--- src/rtl/hash_compare_pipe_pkg.sv ---
// hash_compare_pipe_pkg
//   Shared constants and types for the hash compare pipeline:
//   IV constant, hash width, maximum lane count, hit FSM state type
//   and a byte-reversal helper used by every lane.
package hash_compare_pipe_pkg;

  localparam int HASH_W    = 64;
  localparam int MAX_LANES = 8;

  localparam logic [HASH_W-1:0] IV = 64'h6a09e667f2bdc928;

  typedef enum logic {
    HIT_EMPTY = 1'b0,
    HIT_FULL  = 1'b1
  } hit_state_t;

  // Byte at x[7:0] lands in the result's top byte, x[63:56] in its bottom byte.
  function automatic logic [HASH_W-1:0] byte_rev(input logic [HASH_W-1:0] x);
    logic [HASH_W-1:0] r;
    r = '0;
    for (int b = 0; b < HASH_W/8; b++) begin
      r[8*(HASH_W/8-1-b) +: 8] = x[8*b +: 8];
    end
    return r;
  endfunction

endpackage

--- src/rtl/hash_compare_pipe_compare_lane.sv ---
// compare_lane
//   One hash lane of the two-stage compare pipeline.
//   Stage 1 registers h0 = IV ^ v0 ^ v8 plus the target and compare sense;
//   stage 2 registers the byte-reversed hash and its hit bit. Validity is
//   tracked once for all lanes in the top level.
// Ports
//   clk, rst          clock, async active-low reset
//   v0, v8            final state words of this lane
//   target, le_mode   difficulty target; le_mode=1 means hash <= target
//   hit               stage-2 hit bit (unqualified by valid)
//   hash              stage-2 byte-reversed hash
module compare_lane
  import hash_compare_pipe_pkg::*;
(
  input  logic              clk,
  input  logic              rst,
  input  logic [HASH_W-1:0] v0,
  input  logic [HASH_W-1:0] v8,
  input  logic [HASH_W-1:0] target,
  input  logic              le_mode,
  output logic              hit,
  output logic [HASH_W-1:0] hash
);

  logic [HASH_W-1:0] h0_s1;
  logic [HASH_W-1:0] tgt_s1;
  logic              le_s1;
  logic [HASH_W-1:0] hash_c;
  logic              hit_c;

  always_ff @(posedge clk or negedge rst) begin
    if (!rst) begin
      h0_s1  <= '0;
      tgt_s1 <= '0;
      le_s1  <= 1'b0;
    end else begin
      h0_s1  <= IV ^ v0 ^ v8;
      tgt_s1 <= target;
      le_s1  <= le_mode;
    end
  end

  always_comb begin
    hash_c = byte_rev(h0_s1);
    hit_c  = le_s1 ? (hash_c <= tgt_s1) : (hash_c < tgt_s1);
  end

  always_ff @(posedge clk or negedge rst) begin
    if (!rst) begin
      hit  <= 1'b0;
      hash <= '0;
    end else begin
      hit  <= hit_c;
      hash <= hash_c;
    end
  end

endmodule

--- src/rtl/hash_compare_pipe.sv ---
// hash_compare_pipe
//   Checks LANES hashes per beat against a target in a 2-stage pipeline
//   (in_valid in cycle N -> done in cycle N+2, one beat per cycle), holds
//   the first unacknowledged hit, and counts checked beats and hit beats.
// Ports
//   clk, rst               clock, async active-low reset
//   clr                    synchronous clear of valids, hit register, counters, overflow
//   in_valid, v0, v8       beat of LANES lanes, lane i at bits [64i+63:64i]
//   nonce_base             nonce of lane 0; lane i uses nonce_base+i
//   target, le_mode        compare target and sense, sampled with in_valid
//   done, found            per-beat result pulse and any-lane-hit flag
//   hit_valid, hit_*       held hit (lowest hitting lane), released by hit_ack
//   overflow               sticky: a hit was dropped while the register was full
//   checked_cnt, hit_cnt   wrapping beat count, saturating hit-beat count
//
// Hit register states
//   state     | meaning
//   HIT_EMPTY | no hit held, hit_valid=0; next found beat is captured
//   HIT_FULL  | hit held, hit_valid=1; new hits captured only with hit_ack
module hash_compare_pipe
  import hash_compare_pipe_pkg::*;
#(
  parameter int LANES   = 4,
  parameter int NONCE_W = 32,
  parameter int CNT_W   = 32
) (
  input  logic                    clk,
  input  logic                    rst,
  input  logic                    clr,
  input  logic                    in_valid,
  input  logic [HASH_W*LANES-1:0] v0,
  input  logic [HASH_W*LANES-1:0] v8,
  input  logic [NONCE_W-1:0]      nonce_base,
  input  logic [HASH_W-1:0]       target,
  input  logic                    le_mode,
  output logic                    done,
  output logic                    found,
  output logic                    hit_valid,
  output logic [NONCE_W-1:0]      hit_nonce,
  output logic [2:0]              hit_lane,
  output logic [HASH_W-1:0]       hit_hash,
  input  logic                    hit_ack,
  output logic                    overflow,
  output logic [CNT_W-1:0]        checked_cnt,
  output logic [15:0]             hit_cnt
);

  logic [LANES-1:0]        lane_hit;
  logic [HASH_W*LANES-1:0] lane_hash;
  logic                    valid_s1, valid_s2;
  logic [NONCE_W-1:0]      nonce_s1, nonce_s2;
  logic [2:0]              sel_lane;
  logic [HASH_W-1:0]       sel_hash;
  hit_state_t              state, state_nxt;
  logic                    capture;
  logic                    ovf_set;

  for (genvar i = 0; i < LANES; i++) begin : g_lane
    compare_lane u_lane (
      .clk     (clk),
      .rst     (rst),
      .v0      (v0[HASH_W*i +: HASH_W]),
      .v8      (v8[HASH_W*i +: HASH_W]),
      .target  (target),
      .le_mode (le_mode),
      .hit     (lane_hit[i]),
      .hash    (lane_hash[HASH_W*i +: HASH_W])
    );
  end

  always_ff @(posedge clk or negedge rst) begin
    if (!rst) begin
      valid_s1 <= 1'b0;
      valid_s2 <= 1'b0;
      nonce_s1 <= '0;
      nonce_s2 <= '0;
    end else begin
      valid_s1 <= in_valid & ~clr;
      valid_s2 <= valid_s1 & ~clr;
      nonce_s1 <= nonce_base;
      nonce_s2 <= nonce_s1;
    end
  end

  assign done  = valid_s2;
  assign found = valid_s2 & (|lane_hit);

  // Scan from the top down so the lowest hitting lane wins.
  always_comb begin
    sel_lane = '0;
    sel_hash = '0;
    for (int i = LANES-1; i >= 0; i--) begin
      if (lane_hit[i]) begin
        sel_lane = 3'(i);
        sel_hash = lane_hash[HASH_W*i +: HASH_W];
      end
    end
  end

  always_ff @(posedge clk or negedge rst) begin
    if (!rst)     state <= HIT_EMPTY;
    else if (clr) state <= HIT_EMPTY;
    else          state <= state_nxt;
  end

  always_comb begin
    state_nxt = state;
    capture   = 1'b0;
    ovf_set   = 1'b0;
    case (state)
      HIT_EMPTY: begin
        if (found) begin
          state_nxt = HIT_FULL;
          capture   = 1'b1;
        end
      end
      HIT_FULL: begin
        if (hit_ack) begin
          if (found) capture   = 1'b1;
          else       state_nxt = HIT_EMPTY;
        end else if (found) begin
          ovf_set = 1'b1;
        end
      end
      default: state_nxt = HIT_EMPTY;
    endcase
  end

  assign hit_valid = (state == HIT_FULL);

  always_ff @(posedge clk or negedge rst) begin
    if (!rst) begin
      hit_nonce <= '0;
      hit_lane  <= '0;
      hit_hash  <= '0;
    end else if (capture && !clr) begin
      hit_nonce <= nonce_s2 + NONCE_W'(sel_lane);
      hit_lane  <= sel_lane;
      hit_hash  <= sel_hash;
    end
  end

  always_ff @(posedge clk or negedge rst) begin
    if (!rst) begin
      overflow    <= 1'b0;
      checked_cnt <= '0;
      hit_cnt     <= '0;
    end else if (clr) begin
      overflow    <= 1'b0;
      checked_cnt <= '0;
      hit_cnt     <= '0;
    end else begin
      if (ovf_set) overflow <= 1'b1;
      if (done) checked_cnt <= checked_cnt + CNT_W'(1);
      if (found && hit_cnt != 16'hFFFF) hit_cnt <= hit_cnt + 16'd1;
    end
  end

endmodule

--- config.mk ---
export PLATFORM = sky130hd
export DESIGN_NAME = hash_compare_pipe
export DESIGN_NICKNAME = d
export VERILOG_FILES = /design/src/rtl/hash_compare_pipe_pkg.sv /design/src/rtl/hash_compare_pipe_compare_lane.sv /design/src/rtl/hash_compare_pipe.sv
export SDC_FILE = /design/constraint.sdc
export NUM_CORES = 1
export LEC_CHECK = 0
export BUFFER_PORTS_ARGS = -buffer_cell sky130_fd_sc_hd__clkbuf_2
export CAP_MARGIN = 15
export CORE_AREA = 2 2 300 302
export CTS_CLUSTER_DIAMETER = 50
export CTS_CLUSTER_SIZE = 10
export DETAILED_ROUTE_END_ITERATION = 6
export DIE_AREA = 0 0 302 304
export PLACE_DENSITY = 0.68
export SYNTH_ARGS = -nofsm -noshare
export SYNTH_HDL_FRONTEND = slang
export SYNTH_HIERARCHICAL = 1
export SYNTH_SLANG_ARGS = --single-unit
--- constraint.sdc ---
create_clock -name clk -period 8.4 [get_ports clk]
set_clock_uncertainty 0.15 [all_clocks]
set_input_delay 1.68 -clock clk [delete_from_list [all_inputs] [get_ports clk]]
set_output_delay 1.68 -clock clk [all_outputs]
set_load 0.005 [all_outputs]
==> results.sh <==
export IMPL_status="finished, final reports clean"
export IMPL_dr_first_iter_drc_count=1641
export IMPL_pin_count=765
export IMPL_cp_max_fo=13
export IMPL_clk_pin_slew_ns=0.05
export IMPL_crit_required_ns=6.57
export IMPL_cts_resized=0
export IMPL_grt_max_degree=194
export IMPL_fp_dieH_um=304
export IMPL_hold_path_class="reg -> reg"
export IMPL_cts_root_buf="clkbuf_16"
export IMPL_drt_total_wl_mm=102.1
export IMPL_die_area_mm2=0.09181
export IMPL_syn_num_nets=3746
export IMPL_yosys_warnings=6
export IMPL_syn_area_per_cell_um2=13.30
export IMPL_synth_cells=2871
export IMPL_hold_viol=0
export IMPL_netlist_area_mm2=0.03818
export IMPL_row_count=110
export IMPL_hold_buffers=0
export IMPL_grt_overflow_total=0
export IMPL_drc=0
export IMPL_antenna_found_initial=13
export IMPL_clockBufferDepth=3
export IMPL_rsz0062_at_grt="false"
export IMPL_slew_headroom_pct=26.39
export IMPL_n_fill_cell=7600
export IMPL_tns_ns=0
export IMPL_sw_frac_of_total_pct=26.25
export IMPL_timing_hold_ws_ns=0.1877
export IMPL_comb_power_share_pct=12.7
export IMPL_tightest_slew_ns=1.104
export IMPL_layout_drive_gt1_share_pct=26.70
export IMPL_synth_seq_cells=990
export IMPL_setup_viol=0
export IMPL_end_kind="output pin"
export IMPL_core_area_mm2=0.08905
export IMPL_cts_tree="built"
export IMPL_h_tree_depth=3
export IMPL_fmax_mhz=235.3
export IMPL_p_clk_share_pct=39.1
export IMPL_dp_hpwl_mm=76.99
export IMPL_routedWlPerCell_um=20.77
export IMPL_max_cap_violations=0
export IMPL_drtPass1Iterations=5
export IMPL_async_flop_share_pct=100.0
export IMPL_netlist_area_leader_share_pct=64.89
export IMPL_cts_buffers=116
export IMPL_p_int_w=0.008456
export IMPL_place_gp_congestion=0.8920
export IMPL_initial_core_util_pct=42.88
export IMPL_clkSinkCount=990
export IMPL_fin_crit_sh_pct=50.59
export IMPL_yosysTopAreaCell="dfrtp_1"
export IMPL_portBuffers=763
export IMPL_synth_seq_area_share_pct=64.89
export IMPL_grt_pass1_wl_mm=153.4
export IMPL_ys_top_cells_by_count="990 x dfrtp_1, 271 x inv_1, 260 x ha_1, 187 x nand2_1, 166 x xnor2_1"
export IMPL_cp_arrival_ns=2.42
export IMPL_netlist_top_cells_area="dfrtp_1 65%, ha_1 8.5%, xnor2_1 3.8%"
export IMPL_layout_min_cycle_time_ns=4.250
export IMPL_die_x_um=302
export IMPL_synth_edf_count=0
export IMPL_power_density_mw_per_mm2=245.5
export IMPL_ir_drop_uv=193.5
export IMPL_viasPerCell=5.021
export IMPL_crit_path_start_kind="flip-flop"
export IMPL_vias=24690
export IMPL_ant_nets=0
export IMPL_synth_cell_type_count=58
export IMPL_switchingPower_w=0.003010
export IMPL_post_cts_buffers=0
export IMPL_nNetsFinal=4580
export IMPL_synthFlopType="dfrtp_1"
export IMPL_first_global_vias=25470
export IMPL_slew_violations=0
export IMPL_yosysMostFrequentCell="dfrtp_1"
export IMPL_clk_latency_ns=0.68
export IMPL_synthToLayoutAreaGrowth_pct=22.32
export IMPL_p_leak_nw=23.07
export IMPL_track_usage_pct=22.40
export IMPL_pwr_share_seq_pct=48.2
export IMPL_crit_type="reg -> out"
[through the flow]
| stage | power (W) | setup WS, ns | cells | instance area, µm² | utilization (%) |
|---|---|---|---|---|---|
| after detailed placement | 0.007086 | 4.497 | 4763 | 43350 | 48.68 |
| after global routing | 0.01198 | 4.058 | 4914 | 46690 | 52.44 |
| after floorplan | 0.006195 | 5.250 | 2871 | 38180 | - |
| after global placement | 0.007044 | 4.483 | 4763 | 43350 | 48.68 |
| after CTS | 0.01160 | 4.096 | 4910 | 46680 | 52.43 |
| final | 0.01147 | 4.150 | 4917 | 46700 | 52.44 |
[cell usage in the layout (no fill, tap or decap), types with 6 or more instances in the layout]
master / netlist / routed
and4_1: 12 / 12
xnor2_1: 166 / 166
o31ai_2: 21 / 21
nand2_1: 187 / 186
nor2b_1: 9 / 8
buf_4: 3 / 17
and3_1: 23 / 23
ha_1: 260 / 260
nor4_2: 11 / 11
inv_1: 271 / 270
clkbuf_8: 0 / 6
o21a_1: 9 / 9
nand4_1: 58 / 58
dfrtp_1: 990 / 989
clkinv_2: 0 / 7
a21boi_0: 8 / 8
diode_2: 0 / 7
nor2_1: 77 / 77
nor4_4: 7 / 7
clkbuf_16: 0 / 116
o31ai_1: 43 / 43
a221oi_1: 68 / 68
a21oi_1: 114 / 114
nand3_1: 57 / 57
o21ai_0: 62 / 62
clkbuf_2: 0 / 762
nor3_1: 15 / 15
xor2_1: 162 / 162
nor4_1: 11 / 11
a21o_1: 20 / 20
o22ai_1: 64 / 64
[power by group through the flow]
| stage | clock, W | sequential, W | combinational (W) |
|---|---|---|---|
| floorplan | 0 | 0.00549 | 0.000706 |
| global placement | 0 | 0.00561 | 0.00144 |
| detailed placement | 0 | 0.00561 | 0.00147 |
| CTS | 0.00458 | 0.00554 | 0.00148 |
| global route | 0.00477 | 0.00558 | 0.00163 |
| finish | 0.00448 | 0.00553 | 0.00145 |
[worst paths after layout]
check	startpoint	endpoint	slack, ns	depth (start not counted)
max in group asynchronous	rst	g_lane[2].u_lane/hit	5.41	3
hold / removal	g_lane[2].u_lane/h0_s1[47]	g_lane[2].u_lane/hash[23]	0.19	0
setup / recovery	g_lane[2].u_lane/hit	found	4.15	3
setup reg to reg	g_lane[1].u_lane/hit	hit_nonce[26]	4.77	8
min in group asynchronous	rst	hit_cnt[10]	0.86	1
hold reg to reg	g_lane[2].u_lane/h0_s1[47]	g_lane[2].u_lane/hash[23]	0.19	0
[per-layer routing]
layer | wire (µm) | share of wire [%] | up-vias | global-route usage (%)
met5 | 59 | 0.058 | - | 0
met4 | 2122 | 2.1 | 8 | 5.895
met3 | 6102 | 6.0 | 134 | 3.827
met2 | 51180 | 50 | 812 | 37.93
met1 | 42640 | 42 | 12280 | 29.83
li1 | - | - | 11460 | -
[cell type report]
| type | instances | area, µm² | share of cell area [%] |
|---|---|---|---|
| flip-flops and latches | 990 | 24780 | 53.06 |
| multi-input cells | 1542 | 12050 | 25.80 |
| repair buffers | 784 | 4036 | 8.643 |
| clock buffers | 126 | 3000 | 6.425 |
| well taps | 1176 | 1471 | 3.151 |
| inverters | 271 | 1018 | 2.181 |
| clock inverters | 21 | 331.6 | 0.7100 |
| diodes | 7 | 17.52 | 0.03751 |
[flip-flops by register name, summed over array words and instances (netlist names), 2 cells and up]
register	cells
g_lane.u_lane/hit	4
hit_cnt	16
g_lane.u_lane/le_s1	4
nonce_s2	32
hit_lane	2
g_lane.u_lane/hash	256
checked_cnt	32
hit_nonce	32
nonce_s1	32
g_lane.u_lane/tgt_s1	256
g_lane.u_lane/h0_s1	256
hit_hash	64
[logic make-up after synthesis]
group,synth area share (%)
other cells,0.009822
fa+ha+maj,8.573
buf+inv,3.618
simple gates,6.990
mux,0.1409
compound gates,8.258
xor+xnor,7.524
flops,64.89
[worst max-delay path, cell delays in order, from the launching register on]
cell      delay [ns]
dfrtp_4         0.58
o41ai_2         0.74
inv_1           0.25
clkbuf_2        0.18
(Power assumes the default switching activity.)
